===== src/rtl/scudsp_xfer_pkg.sv =====
// Shared types for the SCU DSP transfer engine: FSM states, latched command
// record and the transfer-count width extension.
package scudsp_xfer_pkg;

  typedef enum logic [1:0] {
    IDLE  = 2'd0,
    XFER  = 2'd1,
    DRAIN = 2'd2
  } XferState_t;

  // Bank field is sized for the largest supported configuration (8 banks).
  localparam int unsigned BANK_W_MAX = 3;

  // One extra TN bit so that a zero start count can hold 2^CNT_W.
  localparam int unsigned TN_EXT = 1;

  typedef struct packed {
    logic                  dir;
    logic [BANK_W_MAX-1:0] bank;
    logic                  hold;
  } XferCmd_t;

endpackage


===== src/rtl/scu_dsp_xfer_engine_if.sv =====
// Bus-side handshake between the transfer engine (master) and the SCU bus
// arbiter (slave).
interface scu_dsp_xfer_engine_if #(
  parameter int unsigned DW = 32
);
  logic          BUS_REQ;
  logic          BUS_ACK;
  logic          BUS_LAST;
  logic          BUS_END;
  logic          BUS_WE;
  logic [DW-1:0] BUS_DI;
  logic [DW-1:0] BUS_DO;

  modport master (
    output BUS_REQ, BUS_LAST, BUS_WE, BUS_DO,
    input  BUS_ACK, BUS_END, BUS_DI
  );

  modport slave (
    input  BUS_REQ, BUS_LAST, BUS_WE, BUS_DO,
    output BUS_ACK, BUS_END, BUS_DI
  );
endinterface


===== src/rtl/scu_dsp_xfer_ctr.sv =====
// One bank address counter (CTn): soft clear, then load, then increment;
// wraps modulo 2^ADDR_W.
module scu_dsp_xfer_ctr #(
  parameter int unsigned ADDR_W = 6
) (
  input  logic              CLK,
  input  logic              RST_N,
  input  logic              clr,
  input  logic              load,
  input  logic [ADDR_W-1:0] load_val,
  input  logic              inc,
  output logic [ADDR_W-1:0] ct
);

  logic [ADDR_W-1:0] ct_q, ct_d;

  // Beat and instruction increments arrive pre-ORed on inc, so a collision
  // advances by one only.
  always_comb begin
    ct_d = ct_q;
    if (clr) begin
      ct_d = '0;
    end else if (load) begin
      ct_d = load_val;
    end else if (inc) begin
      ct_d = ct_q + ADDR_W'(1);
    end
  end

  always_ff @(posedge CLK or negedge RST_N) begin
    if (!RST_N) begin
      ct_q <= '0;
    end else begin
      ct_q <= ct_d;
    end
  end

  assign ct = ct_q;

endmodule


===== src/rtl/scu_dsp_xfer_engine.sv =====
// DMA transfer sequencer between the D0 bus and BANKS data RAMs.
// Optional statistics outputs are built when SCU_DSP_XFER_STAT_EN is defined.
module scu_dsp_xfer_engine
  import scudsp_xfer_pkg::*;
#(
  parameter int unsigned BANKS  = 4,
  parameter int unsigned ADDR_W = 6,
  parameter int unsigned DW     = 32,
  parameter int unsigned CNT_W  = 8
) (
  input  logic                       CLK,
  input  logic                       RST_N,
  input  logic                       RES_N,
  input  logic                       CE_R,
  input  logic                       CE_F,
  input  logic                       CE,
  input  logic                       START,
  input  logic                       START_DIR,
  input  logic [$clog2(BANKS)-1:0]   START_BANK,
  input  logic [CNT_W-1:0]           START_CNT,
  input  logic                       START_HOLD,
  input  logic [BANKS-1:0]           CT_LOAD,
  input  logic [ADDR_W-1:0]          CT_LOAD_VAL,
  input  logic [BANKS-1:0]           CT_INC,
  output logic [BANKS*ADDR_W-1:0]    CT_OUT,
  output logic                       BUSY,
  output logic                       DONE,
  scu_dsp_xfer_engine_if.master      bus,
  output logic [DW-1:0]              RAM_D,
  output logic [BANKS-1:0]           RAM_WE,
  input  logic [BANKS*DW-1:0]        RAM_Q
`ifdef SCU_DSP_XFER_STAT_EN
  ,
  output logic [31:0]                STAT_WORDS,
  output logic                       STAT_ABORT
`endif
);

  localparam int unsigned TN_W = CNT_W + TN_EXT;
  localparam logic [TN_W-1:0] TN_MAX = TN_W'(1) << CNT_W;

  XferState_t      state_q, state_d;
  XferCmd_t        cmd_q, cmd_d;
  logic [TN_W-1:0] tn_q, tn_d;
  logic            end_prev_q, end_prev_d;
  logic            end_pend_q, end_pend_d;
  logic            done_q, done_d;

  logic             beat;
  logic             end_fall;
  logic             finish;
  logic [BANKS-1:0] bank_sel;
  logic [DW-1:0]    bus_do;

  assign beat     = (state_q == XFER) && CE_R && bus.BUS_ACK;
  assign end_fall = CE_F && end_prev_q && !bus.BUS_END;
  assign finish   = CE && end_pend_q && (state_q != IDLE);

  always_comb begin
    state_d    = state_q;
    cmd_d      = cmd_q;
    tn_d       = tn_q;
    end_prev_d = end_prev_q;
    end_pend_d = end_pend_q;
    done_d     = 1'b0;

    // A new falling edge wins over the per-CE clear of the pending flag.
    if (CE)       end_pend_d = 1'b0;
    if (CE_F)     end_prev_d = bus.BUS_END;
    if (end_fall) end_pend_d = 1'b1;

    unique case (state_q)
      IDLE: begin
        if (CE && START) begin
          cmd_d.dir  = START_DIR;
          cmd_d.bank = BANK_W_MAX'(START_BANK);
          cmd_d.hold = START_HOLD;
          tn_d       = (START_CNT == '0) ? TN_MAX : TN_W'(START_CNT);
          state_d    = XFER;
        end
      end
      XFER: begin
        if (beat) begin
          tn_d = tn_q - TN_W'(1);
          if (tn_q <= TN_W'(1)) state_d = DRAIN;
        end
      end
      DRAIN: begin
        state_d = DRAIN;
      end
      default: begin
        state_d = IDLE;
      end
    endcase

    // Completion or arbiter abort; TN is cleared so BUS_LAST cannot linger.
    if (finish) begin
      state_d = IDLE;
      tn_d    = '0;
      done_d  = 1'b1;
    end

    if (!RES_N) begin
      state_d    = IDLE;
      cmd_d      = '0;
      tn_d       = '0;
      end_prev_d = 1'b0;
      end_pend_d = 1'b0;
      done_d     = 1'b0;
    end
  end

  always_ff @(posedge CLK or negedge RST_N) begin
    if (!RST_N) begin
      state_q    <= IDLE;
      cmd_q      <= '0;
      tn_q       <= '0;
      end_prev_q <= 1'b0;
      end_pend_q <= 1'b0;
      done_q     <= 1'b0;
    end else begin
      state_q    <= state_d;
      cmd_q      <= cmd_d;
      tn_q       <= tn_d;
      end_prev_q <= end_prev_d;
      end_pend_q <= end_pend_d;
      done_q     <= done_d;
    end
  end

  for (genvar gi = 0; gi < BANKS; gi++) begin : g_bank
    assign bank_sel[gi] = (cmd_q.bank == BANK_W_MAX'(gi));
    assign RAM_WE[gi]   = beat && bank_sel[gi] && !cmd_q.dir;

    scu_dsp_xfer_ctr #(
      .ADDR_W (ADDR_W)
    ) u_ctr (
      .CLK      (CLK),
      .RST_N    (RST_N),
      .clr      (!RES_N),
      .load     (CE && CT_LOAD[gi]),
      .load_val (CT_LOAD_VAL),
      .inc      ((beat && bank_sel[gi] && !cmd_q.hold) || (CE && CT_INC[gi])),
      .ct       (CT_OUT[gi*ADDR_W +: ADDR_W])
    );
  end

  always_comb begin
    bus_do = '0;
    for (int b = 0; b < int'(BANKS); b++) begin
      if (bank_sel[b]) bus_do = RAM_Q[b*DW +: DW];
    end
  end

  assign BUSY         = (state_q != IDLE);
  assign DONE         = done_q;
  assign bus.BUS_REQ  = (state_q == XFER);
  assign bus.BUS_LAST = (tn_q == TN_W'(1));
  assign bus.BUS_WE   = cmd_q.dir;
  assign bus.BUS_DO   = bus_do;
  assign RAM_D        = bus.BUS_DI;

`ifdef SCU_DSP_XFER_STAT_EN
  logic [31:0] stat_words_q, stat_words_d;
  logic        stat_abort_q, stat_abort_d;

  always_comb begin
    stat_words_d = stat_words_q;
    stat_abort_d = stat_abort_q;
    if (beat && (stat_words_q != '1)) stat_words_d = stat_words_q + 32'd1;
    if (end_fall && (tn_q != '0))     stat_abort_d = 1'b1;
    if (!RES_N) begin
      stat_words_d = '0;
      stat_abort_d = 1'b0;
    end
  end

  always_ff @(posedge CLK or negedge RST_N) begin
    if (!RST_N) begin
      stat_words_q <= '0;
      stat_abort_q <= 1'b0;
    end else begin
      stat_words_q <= stat_words_d;
      stat_abort_q <= stat_abort_d;
    end
  end

  assign STAT_WORDS = stat_words_q;
  assign STAT_ABORT = stat_abort_q;
`else
  // Statistics counters are not built in this configuration.
`endif

endmodule


===== src/flat_wrapper.sv =====
// flat-port wrapper written by rule: the top's interface ports become plain ports
module scu_dsp_xfer_engine_flat import scudsp_xfer_pkg::*;
#(
  parameter int unsigned BANKS  = 4,
  parameter int unsigned ADDR_W = 6,
  parameter int unsigned DW     = 32,
  parameter int unsigned CNT_W  = 8
)
  (CLK, RST_N, RES_N, CE_R, CE_F, CE, START, START_DIR, START_BANK, START_CNT, START_HOLD, CT_LOAD, CT_LOAD_VAL, CT_INC, CT_OUT, BUSY, DONE, RAM_D, RAM_WE, RAM_Q, bus_BUS_REQ, bus_BUS_LAST, bus_BUS_WE, bus_BUS_DO, bus_BUS_ACK, bus_BUS_END, bus_BUS_DI);
  scu_dsp_xfer_engine_if #(.DW(DW)) bus_i ();
  input  logic CLK;
  input  logic RST_N;
  input  logic RES_N;
  input  logic CE_R;
  input  logic CE_F;
  input  logic CE;
  input  logic START;
  input  logic START_DIR;
  input  logic [$clog2(BANKS)-1:0] START_BANK;
  input  logic [CNT_W-1:0] START_CNT;
  input  logic START_HOLD;
  input  logic [BANKS-1:0] CT_LOAD;
  input  logic [ADDR_W-1:0] CT_LOAD_VAL;
  input  logic [BANKS-1:0] CT_INC;
  output logic [BANKS*ADDR_W-1:0] CT_OUT;
  output logic BUSY;
  output logic DONE;
  output logic [DW-1:0] RAM_D;
  output logic [BANKS-1:0] RAM_WE;
  input  logic [BANKS*DW-1:0] RAM_Q;
  output wire logic [$bits(bus_i.BUS_REQ)-1:0] bus_BUS_REQ;
  output wire logic [$bits(bus_i.BUS_LAST)-1:0] bus_BUS_LAST;
  output wire logic [$bits(bus_i.BUS_WE)-1:0] bus_BUS_WE;
  output wire logic [$bits(bus_i.BUS_DO)-1:0] bus_BUS_DO;
  input wire logic [$bits(bus_i.BUS_ACK)-1:0] bus_BUS_ACK;
  input wire logic [$bits(bus_i.BUS_END)-1:0] bus_BUS_END;
  input wire logic [$bits(bus_i.BUS_DI)-1:0] bus_BUS_DI;
  assign bus_BUS_REQ = bus_i.BUS_REQ;
  assign bus_BUS_LAST = bus_i.BUS_LAST;
  assign bus_BUS_WE = bus_i.BUS_WE;
  assign bus_BUS_DO = bus_i.BUS_DO;
  assign bus_i.BUS_ACK = bus_BUS_ACK;
  assign bus_i.BUS_END = bus_BUS_END;
  assign bus_i.BUS_DI = bus_BUS_DI;
  scu_dsp_xfer_engine #(.BANKS(BANKS), .ADDR_W(ADDR_W), .DW(DW), .CNT_W(CNT_W)) u_core (.CLK(CLK), .RST_N(RST_N), .RES_N(RES_N), .CE_R(CE_R), .CE_F(CE_F), .CE(CE), .START(START), .START_DIR(START_DIR), .START_BANK(START_BANK), .START_CNT(START_CNT), .START_HOLD(START_HOLD), .CT_LOAD(CT_LOAD), .CT_LOAD_VAL(CT_LOAD_VAL), .CT_INC(CT_INC), .CT_OUT(CT_OUT), .BUSY(BUSY), .DONE(DONE), .bus(bus_i), .RAM_D(RAM_D), .RAM_WE(RAM_WE), .RAM_Q(RAM_Q));
endmodule

===== config.mk =====
export PLATFORM = sky130hd
export DESIGN_NAME = scu_dsp_xfer_engine_flat
export DESIGN_NICKNAME = d
export VERILOG_FILES = /design/src/rtl/scudsp_xfer_pkg.sv /design/src/rtl/scu_dsp_xfer_engine_if.sv /design/src/rtl/scu_dsp_xfer_ctr.sv /design/src/rtl/scu_dsp_xfer_engine.sv /design/src/flat_wrapper.sv
export SDC_FILE = /design/constraint.sdc
export NUM_CORES = 1
export LEC_CHECK = 0
export ABC_AREA = 1
export CORE_ASPECT_RATIO = 0.5
export CORE_MARGIN = 8
export CORE_UTILIZATION = 35
export CTS_BUF_LIST = sky130_fd_sc_hd__clkbuf_8
export CTS_CLUSTER_DIAMETER = 40
export DETAILED_ROUTE_END_ITERATION = 16
export PLACE_DENSITY = 0.84
export SYNTH_ARGS = -nofsm -noshare
export SYNTH_HDL_FRONTEND = slang
export SYNTH_SLANG_ARGS = --single-unit

===== constraint.sdc =====
create_clock -name CLK -period 1.9 [get_ports CLK]
set_input_delay 0.285 -clock CLK [delete_from_list [all_inputs] [get_ports CLK]]
set_output_delay 0.285 -clock CLK [all_outputs]
set_load 0.03 [all_outputs]

==> run summary <==
The run finished, with violations left. The checks that failed: setup timing. The core region is between 0.01 and 0.015 sq mm.

The combinational group share of total power is between 60% and 70%. After the first detailed-routing iteration, the DRC count stood at about 410. The number of standard-cell rows in the floorplan is 26. The synthesized netlist devotes a little under half of its cell area to simple gates. The count of flip-flops with a built-in enable after synthesis came out at 0. The post-synthesis instance area is between 0.003 and 0.004 sq mm. Clock tree synthesis selected as its root buffer the cell sky130_fd_sc_hd__clkbuf_8. The number of distinct library cells after synthesis is 29. The post-route clock skew is 0.00589 ns. The largest fanout on the critical path came out at 9. The smallest clock period supported by the final layout is computed as 2.05 ns. Yosys printed 0 warnings. The number of buffers created by CTS is 5. The area growth from synthesis to layout is 83.2%. The post-synthesis compound-gate area fraction is between 8 and 9%. The die is 161 um wide. The clock insertion delay at the later pin of the skew report came out at 0.31 ns. The fraction of power spent switching nets came out at about 46%.

The filler cell count came out at roughly 850. Counting tap cells, the placed design contains a total of 941 instances. The global-route wire length before repair is around 26 mm. The design draws around 5.6 mW. The worst setup path is captured at an output pin.

The clock network fraction of design power came out at a little over an eighth. The highest clock frequency the design can meet is around 490 MHz. The routed layout has 5,076 vias.

The setup TNS is -2.51 ns. Cells with a size suffix above 1 make up between 15 and 20% of the layout. The sequential element share of the synthesized area came out at roughly 28%. The area of combinational cells with multiple inputs is 0.00236 sq mm. The number of buffers on the longest clock path is 2. The post-synth net total is around 810. The top-level port count is a little under 300. The height of the die came out at 88.7 um. The arithmetic-cell share of the synthesized area counting full adders, half adders and majority gates came out at around 3.0%.

The critical path start-end classification is reg2out. By area, the combinational part of the netlist is dominated by simple AND/OR/NAND/NOR gates. The largest net degree at the start of global routing is 43. The relative contribution of sequential cells to total power is a little under a quarter. The total number of H-tree levels came out at 2. The total of endpoints with negative setup slack in the final report came out at 32. The global placement routability congestion came out at between 0.9 and 1. The number of global-route vias before repair was between 4,000 and 5,000.

The sequential cell area is between 0.001 and 0.0015 sq mm. TritonCTS built the clock tree. Clock tree synthesis found a total of 42 sinks. After synthesis the netlist holds a flip-flop and latch count of 42.

After detailed routing, the total wire length is ~19 mm. The ratio of final minimum period to clock period came out at 108%. Cell internal power was estimated by the tool at slightly above 3 mW.

The number of violations of the max-capacitance limit came out at 0. The initial antenna violation count was 0. After global routing the overflow that remains totals 0. The primary flip-flop cell chosen by synthesis mapping is sky130_fd_sc_hd__dfrtp_1.

In the post-synthesis netlist, the biggest area contributors are sky130_fd_sc_hd__dfrtp_1 28%, sky130_fd_sc_hd__nand2_1 26%, sky130_fd_sc_hd__buf_4 6.7%. The detail route stage leaves a number of antenna-violating nets equal to 0. The gate count after technology mapping is approximately 610. The setup slack of the critical path after layout came out at -0.149 ns. The type of origin of the critical path is a register.

Final hold analysis gives a worst-case slack of 0.478 ns. The area share of the largest cell type after synthesis is ~28%. For the worst flop-to-flop path, the logic depth is 9. The post-synthesis async set-or-reset flop share is between 90% and 100%.

The residual DRC count came out at 0. The count of non-filler cells in the finished layout came out at a little under 1,000. The number of endpoints with negative hold slack in the final report is 0. The overall track demand over capacity in global routing is 23.3%. The count of buffers from port buffering came out at between 200 and 250. Clock-pin slew was measured on the worst setup and hold paths at around 0.090 ns. The effective utilization at floorplan is between 30% and 40%. The transition time of the tightest slew-check pin came out at around 0.36 ns.

Power spread over the standard cell area amounts to between 800 and 900 mW/mm^2. The analysis attributes to cell leakage a power of just over 3 nW. The minimum setup slack among reg-to-reg paths came out at 0.16 ns. The first-pass detailed-route iteration total is 7.

The mean instance size in the synthesized netlist is just over 6 sq um. The data arrival time of the critical path came out at about 1.8 ns. In this run the worst hold path is classified as in2async. The remaining max-slew budget at the tightest pin came out at between 70 and 80%. The worst flop-to-flop path endpoint is u_core.tn_q[3]. The share of cell area taken by muxes after synthesis is less than 1%. The share of the synthesized netlist area taken by xor and xnor gates is less than 1%. Summed over all instances, the cell type with the most area after synthesis is sky130_fd_sc_hd__dfrtp_1.

Setup repair after global routing could not meet its margin everywhere. The worst endpoint required time came out at 1.62 ns. The beginning of the worst register-to-register path is u_core.state_q[0]. The worst voltage drop across the vdd grid came out at between 0.3 and 0.4 mV. The floorplan step defined a die boundary enclosing ~0.014 sq mm. The antenna diode count is 0. The reported net switching power is between 2 and 3 mW. The final net count came out at around 1,000. The placed wire-length estimate is between 10 and 15 mm. The max-slew violation total from the final report was 0.

Dividing the detail-routed via count by the number of cells gives 5.22. OpenSTA, run right after detailed placement, puts the worst setup slack at 0.0795 ns. Dividing the detail-routed wire length by the instance count gives ~19 um.
==> layout make-up <==
class                   count  area share [%]
repair buffers            272            43.2
multi-input cells         472            34.7
flip-flops and latches     42            15.6
well taps                 140            2.58
inverters                  38            2.21
clock buffers               5            1.01
clock inverters             3           0.646
==> metal layers <==
layer / vias to the layer above / routed length, um / share of wire, % / global-route usage [%]
li1: 2405 / - / - / -
met3: 30 / 1600 / 8.5 / 5.34
met1: 2366 / 7340 / 39 / 28.0
met4: 0 / 328 / 1.7 / 6.09
met5: - / 0 / 0 / 0
met2: 275 / 9490 / 51 / 41.6
==> critical path, stage by stage, from the launching register on <==
cell and delay (ns):
sky130_fd_sc_hd__dfrtp_2 0.46, sky130_fd_sc_hd__buf_4 0.16, sky130_fd_sc_hd__nor2_4 0.20, sky130_fd_sc_hd__buf_12 0.17
sky130_fd_sc_hd__buf_12 0.12, sky130_fd_sc_hd__nand2_1 0.07, sky130_fd_sc_hd__nand4_1 0.13, sky130_fd_sc_hd__buf_6 0.15
==> sequential cells by signal (all words and copies together) (netlist names) <==
name	count
u_core.g_bank.u_ctr.ct	24
u_core.tn_q	9
u_core.cmd_q	3
u_core.state_q	2
u_core.DONE	1
u_core.bus.BUS_WE	1
u_core.end_pend_q	1
u_core.end_prev_q	1
==> through the flow <==
step / utilization, % / cell area (sq um)
after CTS: 63.4 / 6500
final: 66.2 / 6780
after detailed placement: 59.1 / 6050
after global routing: 66.2 / 6780
after floorplan: - / 3760
after global placement: 59.1 / 6050
==> how the worst max path moves through the flow <==
stage | startpoint | end | slack, ns
6_report | u_core.cmd_q[1] | bus_BUS_DO[9] | -0.15
5_1_grt | u_core.cmd_q[1] | bus_BUS_DO[9] | -0.18
4_1_cts | u_core.cmd_q[2] | bus_BUS_DO[14] | -0.08
3_5_place_dp | u_core.state_q[0] | BUSY | 0.08
3_3_place_gp | u_core.state_q[1] | BUSY | 0.09
2_1_floorplan | u_core.state_q[1] | u_core.g_bank[2].u_ctr.ct[3] | 0.15
==> cells in the mapped netlist (4+ instances only) <==
| master | count |
|---|---|
| sky130_fd_sc_hd__o21ai_1 | 5 |
| sky130_fd_sc_hd__buf_2 | 4 |
| sky130_fd_sc_hd__nor2_1 | 40 |
| sky130_fd_sc_hd__dfrtp_1 | 42 |
| sky130_fd_sc_hd__xnor2_1 | 4 |
| sky130_fd_sc_hd__nand4_1 | 36 |
| sky130_fd_sc_hd__ha_1 | 9 |
| sky130_fd_sc_hd__nor3_1 | 5 |
| sky130_fd_sc_hd__nand2_1 | 255 |
| sky130_fd_sc_hd__buf_4 | 33 |
| sky130_fd_sc_hd__o22ai_1 | 6 |
| sky130_fd_sc_hd__nand3b_1 | 5 |
| sky130_fd_sc_hd__a21oi_1 | 7 |
| sky130_fd_sc_hd__nand3_1 | 46 |
| sky130_fd_sc_hd__clkbuf_1 | 16 |
| sky130_fd_sc_hd__o21ai_0 | 36 |
| sky130_fd_sc_hd__inv_1 | 35 |
==> power groups by stage <==
stage / Sequential, mW / Combinational, mW / Clock [mW]
finish: 1.28 / 3.63 / 0.742
global route: 1.31 / 3.89 / 0.774
CTS: 1.26 / 3.36 / 0.739
detailed placement: 1.28 / 3.13 / 0
global placement: 1.27 / 3.07 / 0
floorplan: 1.38 / 1.79 / 0
==> logic make-up (layout without fill, tap and decap cells) <==
logic type | after synthesis | count (layout)
adder cells (fa/ha/maj) | 9 | 9
flip-flops | 42 | 42
AO/OA/AOI/OAI | 60 | 60
XOR/XNOR | 4 | 4
AND/OR/NAND/NOR | 396 | 396
buffers and inverters | 91 | 318
multiplexers | 3 | 3
==> layout by cell type (no fill, tap or decap), drive strengths merged <==
cell	n
o21bai	1
ha	9
inv	39
nor3	5
clkbuf	8
nand4	36
o211ai	1
a31oi	2
bufbuf	2
clkinv	1
dlygate4sd3	1
nand3b	5
clkdlybuf4s50	187
a21oi	7
a22oi	1
nand2	258
o22ai	6
dlygate4sd2	1
dfrtp	42
nor2	42
mux2i	3
or2	1
o21a	1
bufinv	1
nor4	3
buf	78
nand3	46
xnor2	4
o21ai	41
==> what timing repair did <==
action / 4_1_cts / 5_1_grt
hold buffers: 1 / 0
resized for setup: 31 / 49
pin swaps: 4 / 10
cloned: 5 / 2
hold endpoints to repair: 42 / 0
setup buffers: 8 / 7
setup endpoints to repair: 36 / 44
(Power assumes the default switching activity.)
